==> src/rtl/mem_access_stage_if.sv <==
// Data cache request/response bus used by the MEM stage.
// The stage drives requests (master); the cache answers with a one-cycle
// completion pulse carrying the aligned doubleword (slave).
interface mem_access_stage_if #(
   parameter int BUS_DATA_WIDTH = 64
);
   localparam int STRB_W = BUS_DATA_WIDTH / 8;

   logic                      dc_req;
   logic                      dc_we;
   logic [BUS_DATA_WIDTH-1:0] dc_addr;
   logic [BUS_DATA_WIDTH-1:0] dc_wdata;
   logic [STRB_W-1:0]         dc_wstrb;
   logic                      dc_resp;
   logic [BUS_DATA_WIDTH-1:0] dc_rdata;

   modport master (
      output dc_req,
      output dc_we,
      output dc_addr,
      output dc_wdata,
      output dc_wstrb,
      input  dc_resp,
      input  dc_rdata
   );

   modport slave (
      input  dc_req,
      input  dc_we,
      input  dc_addr,
      input  dc_wdata,
      input  dc_wstrb,
      output dc_resp,
      output dc_rdata
   );
endinterface

==> src/rtl/mem_access_stage.sv <==
// Pipeline MEM stage: performs loads/stores through the dcache bus, extracts
// and extends load data, and registers every writeback field. The front of
// the pipeline is held while a dcache transaction is outstanding.
module mem_access_stage #(
   parameter int BUS_DATA_WIDTH = 64
) (
   input  logic                      clk,
   input  logic                      reset,

   input  logic                      in_valid,
   input  logic                      in_mem_read,
   input  logic                      in_mem_write,
   input  logic [2:0]                in_funct3,
   input  logic [BUS_DATA_WIDTH-1:0] in_address,
   input  logic [BUS_DATA_WIDTH-1:0] in_store_data,
   input  logic [BUS_DATA_WIDTH-1:0] in_result,
   input  logic [4:0]                in_dest_register,
   input  logic                      in_reg_write,
   input  logic                      in_mem_or_reg,
   input  logic                      in_jump,
   input  logic [BUS_DATA_WIDTH-1:0] in_pc,
   input  logic                      in_ecall,
   input  logic                      in_flush,

   mem_access_stage_if.master        dc,

   output logic                      out_stall,
   output logic                      out_valid,
   output logic [BUS_DATA_WIDTH-1:0] out_read_data,
   output logic [BUS_DATA_WIDTH-1:0] out_result,
   output logic [BUS_DATA_WIDTH-1:0] out_pc,
   output logic [4:0]                out_dest_register,
   output logic                      out_reg_write,
   output logic                      out_mem_or_reg,
   output logic                      out_jump,
   output logic                      out_ecall,
   output logic                      out_do_pending_write,
   output logic [BUS_DATA_WIDTH-1:0] out_address_pending_write,
   output logic [BUS_DATA_WIDTH-1:0] out_data_pending_write,
   output logic [3:0]                out_size_pending_write,
   output logic                      out_misaligned
);

   localparam int STRB_W = BUS_DATA_WIDTH / 8;

   typedef enum logic [1:0] {
      IDLE   = 2'd0,
      ACCESS = 2'd1,
      DONE   = 2'd2
   } state_t;

   state_t                    r_state;

   // Instruction captured when a dcache access is launched
   logic [2:0]                r_funct3;
   logic [1:0]                r_size;
   logic                      r_is_store;
   logic [BUS_DATA_WIDTH-1:0] r_address;
   logic [BUS_DATA_WIDTH-1:0] r_store_data;
   logic [BUS_DATA_WIDTH-1:0] r_result;
   logic [BUS_DATA_WIDTH-1:0] r_pc;
   logic [4:0]                r_dest_register;
   logic                      r_reg_write;
   logic                      r_mem_or_reg;
   logic                      r_jump;
   logic                      r_ecall;
   logic                      r_flushed;

   logic                      w_is_mem;
   logic [1:0]                w_size;
   logic                      w_misaligned;
   logic                      w_accept;
   logic                      w_squash;
   logic [STRB_W-1:0]         w_size_mask;
   logic [5:0]                w_in_shift;
   logic [5:0]                w_r_shift;
   logic [BUS_DATA_WIDTH-1:0] w_lane;
   logic [BUS_DATA_WIDTH-1:0] w_load_data;

   assign w_is_mem   = in_mem_read | in_mem_write;
   assign w_in_shift = {in_address[2:0], 3'b000};
   assign w_r_shift  = {r_address[2:0], 3'b000};
   assign w_lane     = dc.dc_rdata >> w_r_shift;

   // A store with funct3 1xx has no unsigned form, so it is widened to a doubleword
   always_comb begin
      w_size = in_funct3[1:0];
      if (in_mem_write && in_funct3[2]) begin
         w_size = 2'b11;
      end
   end

   // Natural-alignment check for the incoming access and its byte mask
   always_comb begin
      w_misaligned = 1'b0;
      w_size_mask  = STRB_W'(8'h01);
      case (w_size)
         2'b00: begin
            w_misaligned = 1'b0;
            w_size_mask  = STRB_W'(8'h01);
         end
         2'b01: begin
            w_misaligned = in_address[0];
            w_size_mask  = STRB_W'(8'h03);
         end
         2'b10: begin
            w_misaligned = (in_address[1:0] != 2'b00);
            w_size_mask  = STRB_W'(8'h0F);
         end
         default: begin
            w_misaligned = (in_address[2:0] != 3'b000);
            w_size_mask  = STRB_W'(8'hFF);
         end
      endcase
   end

   // DONE behaves like IDLE for acceptance; only ACCESS blocks a new instruction
   assign w_accept  = (r_state != ACCESS) & in_valid & w_is_mem & ~in_flush & ~w_misaligned;
   assign out_stall = w_accept | (r_state == ACCESS);

   // A flush seen at any point during the access, including the response cycle, kills the result
   assign w_squash = r_flushed | in_flush;

   // Truncate the selected lane to the access size, then sign- or zero-extend
   always_comb begin
      w_load_data = w_lane;
      case (r_funct3)
         3'b000:  w_load_data = {{(BUS_DATA_WIDTH-8){w_lane[7]}},   w_lane[7:0]};
         3'b001:  w_load_data = {{(BUS_DATA_WIDTH-16){w_lane[15]}}, w_lane[15:0]};
         3'b010:  w_load_data = {{(BUS_DATA_WIDTH-32){w_lane[31]}}, w_lane[31:0]};
         3'b100:  w_load_data = {{(BUS_DATA_WIDTH-8){1'b0}},        w_lane[7:0]};
         3'b101:  w_load_data = {{(BUS_DATA_WIDTH-16){1'b0}},       w_lane[15:0]};
         3'b110:  w_load_data = {{(BUS_DATA_WIDTH-32){1'b0}},       w_lane[31:0]};
         default: w_load_data = w_lane;
      endcase
   end

   // Stage FSM: launches dcache accesses, waits for the response and registers all writeback fields
   always_ff @(posedge clk) begin
      if (reset) begin
         r_state                   <= IDLE;
         r_funct3                  <= 3'b000;
         r_size                    <= 2'b00;
         r_is_store                <= 1'b0;
         r_address                 <= '0;
         r_store_data              <= '0;
         r_result                  <= '0;
         r_pc                      <= '0;
         r_dest_register           <= 5'd0;
         r_reg_write               <= 1'b0;
         r_mem_or_reg              <= 1'b0;
         r_jump                    <= 1'b0;
         r_ecall                   <= 1'b0;
         r_flushed                 <= 1'b0;
         dc.dc_req                 <= 1'b0;
         dc.dc_we                  <= 1'b0;
         dc.dc_addr                <= '0;
         dc.dc_wdata               <= '0;
         dc.dc_wstrb               <= '0;
         out_valid                 <= 1'b0;
         out_read_data             <= '0;
         out_result                <= '0;
         out_pc                    <= '0;
         out_dest_register         <= 5'd0;
         out_reg_write             <= 1'b0;
         out_mem_or_reg            <= 1'b0;
         out_jump                  <= 1'b0;
         out_ecall                 <= 1'b0;
         out_do_pending_write      <= 1'b0;
         out_address_pending_write <= '0;
         out_data_pending_write    <= '0;
         out_size_pending_write    <= 4'b0000;
         out_misaligned            <= 1'b0;
      end else begin
         case (r_state)
            IDLE, DONE: begin
               r_state              <= IDLE;
               dc.dc_req            <= 1'b0;
               out_valid            <= 1'b0;
               out_reg_write        <= 1'b0;
               out_jump             <= 1'b0;
               out_ecall            <= 1'b0;
               out_do_pending_write <= 1'b0;
               out_misaligned       <= 1'b0;
               if (in_valid && !in_flush) begin
                  if (!w_is_mem || w_misaligned) begin
                     out_valid         <= 1'b1;
                     out_read_data     <= '0;
                     out_result        <= in_result;
                     out_pc            <= in_pc;
                     out_dest_register <= in_dest_register;
                     out_reg_write     <= in_reg_write & ~w_is_mem;
                     out_mem_or_reg    <= in_mem_or_reg;
                     out_jump          <= in_jump;
                     out_ecall         <= in_ecall;
                     out_misaligned    <= w_is_mem;
                  end else begin
                     r_state         <= ACCESS;
                     r_funct3        <= in_funct3;
                     r_size          <= w_size;
                     r_is_store      <= in_mem_write;
                     r_address       <= in_address;
                     r_store_data    <= in_store_data;
                     r_result        <= in_result;
                     r_pc            <= in_pc;
                     r_dest_register <= in_dest_register;
                     r_reg_write     <= in_reg_write;
                     r_mem_or_reg    <= in_mem_or_reg;
                     r_jump          <= in_jump;
                     r_ecall         <= in_ecall;
                     r_flushed       <= 1'b0;
                     dc.dc_req       <= 1'b1;
                     dc.dc_we        <= in_mem_write;
                     dc.dc_addr      <= {in_address[BUS_DATA_WIDTH-1:3], 3'b000};
                     dc.dc_wdata     <= in_mem_write ? (in_store_data << w_in_shift) : '0;
                     dc.dc_wstrb     <= in_mem_write ? (w_size_mask << in_address[2:0]) : '0;
                  end
               end
            end
            ACCESS: begin
               if (in_flush) begin
                  r_flushed <= 1'b1;
               end
               if (dc.dc_resp) begin
                  r_state                   <= DONE;
                  dc.dc_req                 <= 1'b0;
                  out_valid                 <= ~w_squash;
                  out_read_data             <= r_is_store ? '0 : w_load_data;
                  out_result                <= r_result;
                  out_pc                    <= r_pc;
                  out_dest_register         <= r_dest_register;
                  out_reg_write             <= r_reg_write & ~w_squash;
                  out_mem_or_reg            <= r_mem_or_reg;
                  out_jump                  <= r_jump & ~w_squash;
                  out_ecall                 <= r_ecall & ~w_squash;
                  out_do_pending_write      <= r_is_store & ~w_squash;
                  out_address_pending_write <= r_address;
                  out_data_pending_write    <= r_store_data;
                  out_size_pending_write    <= 4'b0001 << r_size;
                  out_misaligned            <= 1'b0;
               end
            end
            default: begin
               r_state   <= IDLE;
               dc.dc_req <= 1'b0;
               out_valid <= 1'b0;
            end
         endcase
      end
   end

endmodule

==> src/flat_wrapper.sv <==
// flat-port wrapper written by rule: the top's interface ports become plain ports
module mem_access_stage_flat 
#(
   parameter int BUS_DATA_WIDTH = 64
)
  (clk, reset, in_valid, in_mem_read, in_mem_write, in_funct3, in_address, in_store_data, in_result, in_dest_register, in_reg_write, in_mem_or_reg, in_jump, in_pc, in_ecall, in_flush, out_stall, out_valid, out_read_data, out_result, out_pc, out_dest_register, out_reg_write, out_mem_or_reg, out_jump, out_ecall, out_do_pending_write, out_address_pending_write, out_data_pending_write, out_size_pending_write, out_misaligned, dc_dc_req, dc_dc_we, dc_dc_addr, dc_dc_wdata, dc_dc_wstrb, dc_dc_resp, dc_dc_rdata);
  mem_access_stage_if #(.BUS_DATA_WIDTH(BUS_DATA_WIDTH)) dc_i ();
  input  logic clk;
  input  logic reset;
  input  logic in_valid;
  input  logic in_mem_read;
  input  logic in_mem_write;
  input  logic [2:0] in_funct3;
  input  logic [BUS_DATA_WIDTH-1:0] in_address;
  input  logic [BUS_DATA_WIDTH-1:0] in_store_data;
  input  logic [BUS_DATA_WIDTH-1:0] in_result;
  input  logic [4:0] in_dest_register;
  input  logic in_reg_write;
  input  logic in_mem_or_reg;
  input  logic in_jump;
  input  logic [BUS_DATA_WIDTH-1:0] in_pc;
  input  logic in_ecall;
  input  logic in_flush;
  output logic out_stall;
  output logic out_valid;
  output logic [BUS_DATA_WIDTH-1:0] out_read_data;
  output logic [BUS_DATA_WIDTH-1:0] out_result;
  output logic [BUS_DATA_WIDTH-1:0] out_pc;
  output logic [4:0] out_dest_register;
  output logic out_reg_write;
  output logic out_mem_or_reg;
  output logic out_jump;
  output logic out_ecall;
  output logic out_do_pending_write;
  output logic [BUS_DATA_WIDTH-1:0] out_address_pending_write;
  output logic [BUS_DATA_WIDTH-1:0] out_data_pending_write;
  output logic [3:0] out_size_pending_write;
  output logic out_misaligned;
  output wire logic [$bits(dc_i.dc_req)-1:0] dc_dc_req;
  output wire logic [$bits(dc_i.dc_we)-1:0] dc_dc_we;
  output wire logic [$bits(dc_i.dc_addr)-1:0] dc_dc_addr;
  output wire logic [$bits(dc_i.dc_wdata)-1:0] dc_dc_wdata;
  output wire logic [$bits(dc_i.dc_wstrb)-1:0] dc_dc_wstrb;
  input wire logic [$bits(dc_i.dc_resp)-1:0] dc_dc_resp;
  input wire logic [$bits(dc_i.dc_rdata)-1:0] dc_dc_rdata;
  assign dc_dc_req = dc_i.dc_req;
  assign dc_dc_we = dc_i.dc_we;
  assign dc_dc_addr = dc_i.dc_addr;
  assign dc_dc_wdata = dc_i.dc_wdata;
  assign dc_dc_wstrb = dc_i.dc_wstrb;
  assign dc_i.dc_resp = dc_dc_resp;
  assign dc_i.dc_rdata = dc_dc_rdata;
  mem_access_stage #(.BUS_DATA_WIDTH(BUS_DATA_WIDTH)) u_core (.clk(clk), .reset(reset), .in_valid(in_valid), .in_mem_read(in_mem_read), .in_mem_write(in_mem_write), .in_funct3(in_funct3), .in_address(in_address), .in_store_data(in_store_data), .in_result(in_result), .in_dest_register(in_dest_register), .in_reg_write(in_reg_write), .in_mem_or_reg(in_mem_or_reg), .in_jump(in_jump), .in_pc(in_pc), .in_ecall(in_ecall), .in_flush(in_flush), .dc(dc_i), .out_stall(out_stall), .out_valid(out_valid), .out_read_data(out_read_data), .out_result(out_result), .out_pc(out_pc), .out_dest_register(out_dest_register), .out_reg_write(out_reg_write), .out_mem_or_reg(out_mem_or_reg), .out_jump(out_jump), .out_ecall(out_ecall), .out_do_pending_write(out_do_pending_write), .out_address_pending_write(out_address_pending_write), .out_data_pending_write(out_data_pending_write), .out_size_pending_write(out_size_pending_write), .out_misaligned(out_misaligned));
endmodule
==> config.mk <==
export PLATFORM = sky130hd
export DESIGN_NAME = mem_access_stage_flat
export DESIGN_NICKNAME = d
export VERILOG_FILES = /design/src/rtl/mem_access_stage_if.sv /design/src/rtl/mem_access_stage.sv /design/src/flat_wrapper.sv
export SDC_FILE = /design/constraint.sdc
export NUM_CORES = 2
export LEC_CHECK = 0
export ABC_AREA = 1
export BUFFER_PORTS_ARGS = -buffer_cell sky130_fd_sc_hd__buf_2
export CORE_AREA = 2 2 317 319
export CTS_CLUSTER_SIZE = 8
export DETAILED_ROUTE_END_ITERATION = 10
export DIE_AREA = 0 0 319 321
export PLACE_DENSITY = 0.62
export SETUP_SLACK_MARGIN = 0.05
export SLEW_MARGIN = 20
export SYNTH_ARGS = -nofsm -noshare
export SYNTH_HDL_FRONTEND = slang
export SYNTH_SLANG_ARGS = --single-unit
==> constraint.sdc <==
create_clock -name clk -period 2.6 [get_ports clk]
set_input_delay 0.39 -clock clk [delete_from_list [all_inputs] [get_ports clk]]
set_output_delay 0.39 -clock clk [all_outputs]
set_load 0.02 [all_outputs]
==> results by group <==
Placed design
  – Final HPWL DP: around 85,000 um
  – Dpl ws: ~0.0020 ns
  – Routability Congestion: approximately 0.94
  – Placed Cells: 6,071
  – Placed inst area: roughly 35,000 um^2
  – Buffers added on ports: 810

Timing
  – Fmax: 427 MHz
  – # setup viols final: 0
  – Worst-Margin Slew: ~1.0 ns
  – Final setup margin: 0.257 ns
  – Final min period: roughly 2.3 ns
  – RSZ-0062 raised after global routing: false
  – Final worst path period share: 0.901
  – Layout Skew: 0.0393 ns
  – Slew margin rel.: 0.317
  – Setup TNS: 0 ns
  – Final slew viol count: 0
  – Final Hold Viols: 0

Cells and area
  – Multi-input gate area: ~13,000 um^2
  – Non-Filler Instances: about 6,400
  – Layout cells sized above 1: 0.213
  – Area grow syn2layout: 33.2%
  – Design Area, Final: around 40,000 um^2
  – Net count, final: approximately 5,400
  – Layout Utilization: 0.394
  – Filler cell count: roughly 10,000
  – Sequential cell area: about 14,000 um^2

Clocking
  – Clk_lat worst skew: between 0.6 and 0.7 ns
  – Reg clk slew, reported paths: 0.05 ns
  – Number of H-tree levels: 3
  – Clock Sinks: between 600 and 700
  – CTS tree: built
  – Root Buffer: clkbuf_16
  – Longest Clk Path Bufs: 3
  – TritonCTS buffer count: 96

Routing
  – Drt via density: between 4 and 5
  – Residual DRC count: 0
  – Final WL: 119,000 um
  – Starting DRT DRC Count: around 2,100
  – Post-route ant nets: 0
  – Drt first pass iters: 8
  – Via count: 31,079
  – Wire length per cell: around 19 um

Job
  – Max Cap Viol: 0

Synth
  – Sequential area share after synthesis: 0.465
  – Synth cell count leaders: 853 x nor2_1, 746 x nand2_1, 723 x o21ai_0
  – Distinct cells, synth: 34
  – Avg Inst Size Synth: just under 7 um^2
  – Top-count cell post-synth: nor2_1
  – Top_reg_cell synth: dfxtp_1
  – Synthesized area: just under 30,000 um^2
  – Synth async-reset ratio: 0
  – Top cell type's share of synthesized area: 0.465
  – Syn Inst Count: 4,229
  – Area leader, netlist: dfxtp_1
  – Post-synthesis register bit count: between 600 and 700
  – Area contributors post-synth: dfxtp_1 47%, o21ai_0 12%, nor2_1 11%
  – Yosys warns: 0
  – Post-synth EDFFs: 0

Worst setup path
  – CP Class: flip-flop to flip-flop
  – Arr. time, crit path: between 2 and 3 ns
  – Critical Path Source: u_core.r_state[0]
  – Crit-path leading delay family: buffers and inverters
  – Worst Setup Start Kind: flip-flop
  – Crit end category: flip-flop
  – WP buf/inv: 2
  – Slowest CP cell: buf_4
  – Crit Path Max Fanout: 91
  – Worst R2R Start: u_core.r_state[0]
  – Worst path max stage delay: roughly 0.75 ns
  – Cell Chain, Critical Path: inv_1, nor2_2, nand2_1, nand3_4, buf_4, o21ai_0, nor2_1
  – CP required: ~3.2 ns

Power and ir drop
  – Pwr Density: between 600 and 700 nW/um^2
  – Worst vdd ir: 512 uV
  – Sw frac: 0.283
  – Power share of the combinational group: 0.149
  – Internal power: about 19 mW
  – Clock power frac: 0.430
  – Switching power total: roughly 7.5 mW
  – Flop pwr share: 0.421
  – Static Leakage: 17.8 nW

GRT
  – First-pass GRT wire length: about 180,000 um
  – Largest net degree at the start of global routing: between 100 and 150
  – Gr usage total: 0.222
  – Vias in the first global route: around 29,000
  – Initial antenna violation count: 19
  – Total gr overflow: 0

Die
  – Die H: 321 um
  – Top-Level Pins: 814
  – CORE AREA: 99,300 um^2
  – Initial Util: 0.295
  – Die area: between 100,000 and 150,000 um^2
  – Die X: around 320 um
  – Num rows: 116

Run status
  – Status: finished clean

Worst hold path
  – Hold crit path type: input pin to flip-flop
  – Min-Delay Startpoint: in_store_data[18]
worst paths after layout:
kind	to	slack [ns]	cells past startpoint
max	u_core.out_result[1]	0.26	7
min	u_core.r_store_data[18]	0.05	3
max reg2reg	u_core.out_result[1]	0.26	7
min reg2reg	u_core.r_pc[23]	0.44	2
layer usage:
layer | vias up | wire length, um | GRT usage
li1 | 15295 | - | -
met2 | 1096 | 55500 | 0.370
met3 | 291 | 8810 | 0.0598
met4 | 22 | 5770 | 0.103
met1 | 14375 | 48700 | 0.265
met5 | - | 137 | 0
kinds of logic (layout without fill, tap and decap cells):
kind of cell	after synthesis	after routing	share of synthesized area
AND/OR/NAND/NOR	1767	1767	0.236
AO/OA/AOI/OAI	1181	1181	0.206
flip-flops	682	682	0.465
buffers and inverters	589	1424	0.0894
multiplexers	9	9	0.00307
other	1	12	0.000128
power groups by stage:
stage	registers, mW	clock network, mW	logic [mW]
2_1_floorplan	11.7	0	1.89
3_3_place_gp	11.4	0	3.68
3_5_place_dp	11.4	0	3.71
4_1_cts	11.2	11.7	3.95
5_1_grt	11.2	12.1	4.33
6_report	11.2	11.4	3.96
area by class of cell:
type | count | share of cell area
timing repair buffer | 1118 | 0.186
multi-input combinational | 2960 | 0.336
inverter | 194 | 0.0192
clock inverter | 7 | 0.00423
sequential | 682 | 0.350
tap | 1298 | 0.0416
antenna | 9 | 0.000576
clock buffer | 105 | 0.0637
placed cells by master (no fill, tap or decap), types with 2 or more instances in the layout:
cell type	netlist	routed
diode_2	0	9
o21ai_0	723	722
nor2_4	2	4
inv_1	184	182
or2_2	11	11
a31oi_1	5	5
clkbuf_8	0	3
nand2_2	3	2
o211ai_1	36	36
dlygate4sd3_1	0	180
mux2i_1	9	9
inv_2	10	7
o21ai_1	77	77
clkbuf_16	0	97
buf_4	69	97
nand3_1	128	128
buf_2	78	808
and2_1	3	3
dfxtp_1	682	681
inv_6	0	2
inv_4	0	2
inv_16	0	2
nand2_1	746	746
nand4_1	12	12
o31ai_1	4	4
clkinv_16	0	4
and2_0	3	3
a21oi_1	321	321
buf_12	0	31
clkbuf_1	221	5
nor2_1	853	851
a22oi_1	13	13
conb_1	1	3
tightest hold or removal path, delay by kind of cell:
kind / cells / cell delay [ns]
and+or+nand+nor: 1 / 0.09
buffers and inverters: 1 / 0.12
AOI/OAI and AO/OA: 1 / 0.09
timing repair:
item                       4_1_cts  5_1_grt
setup endpoints to repair        1        0
hold endpoints to repair       183        0
hold buffers                   180        0
buffers inserted                 0        0
resized for setup                4        0
per-stage QoR:
| step | hold slack (ns) | total power, mW |
|---|---|---|
| floorplan | 0.425 | 13.6 |
| global placement | 0.431 | 15.1 |
| detailed placement | 0.438 | 15.1 |
| CTS | 0.000177 | 26.9 |
| global route | 0.0147 | 27.7 |
| finish | 0.0533 | 26.6 |
Power figures use the tool's default switching activity.
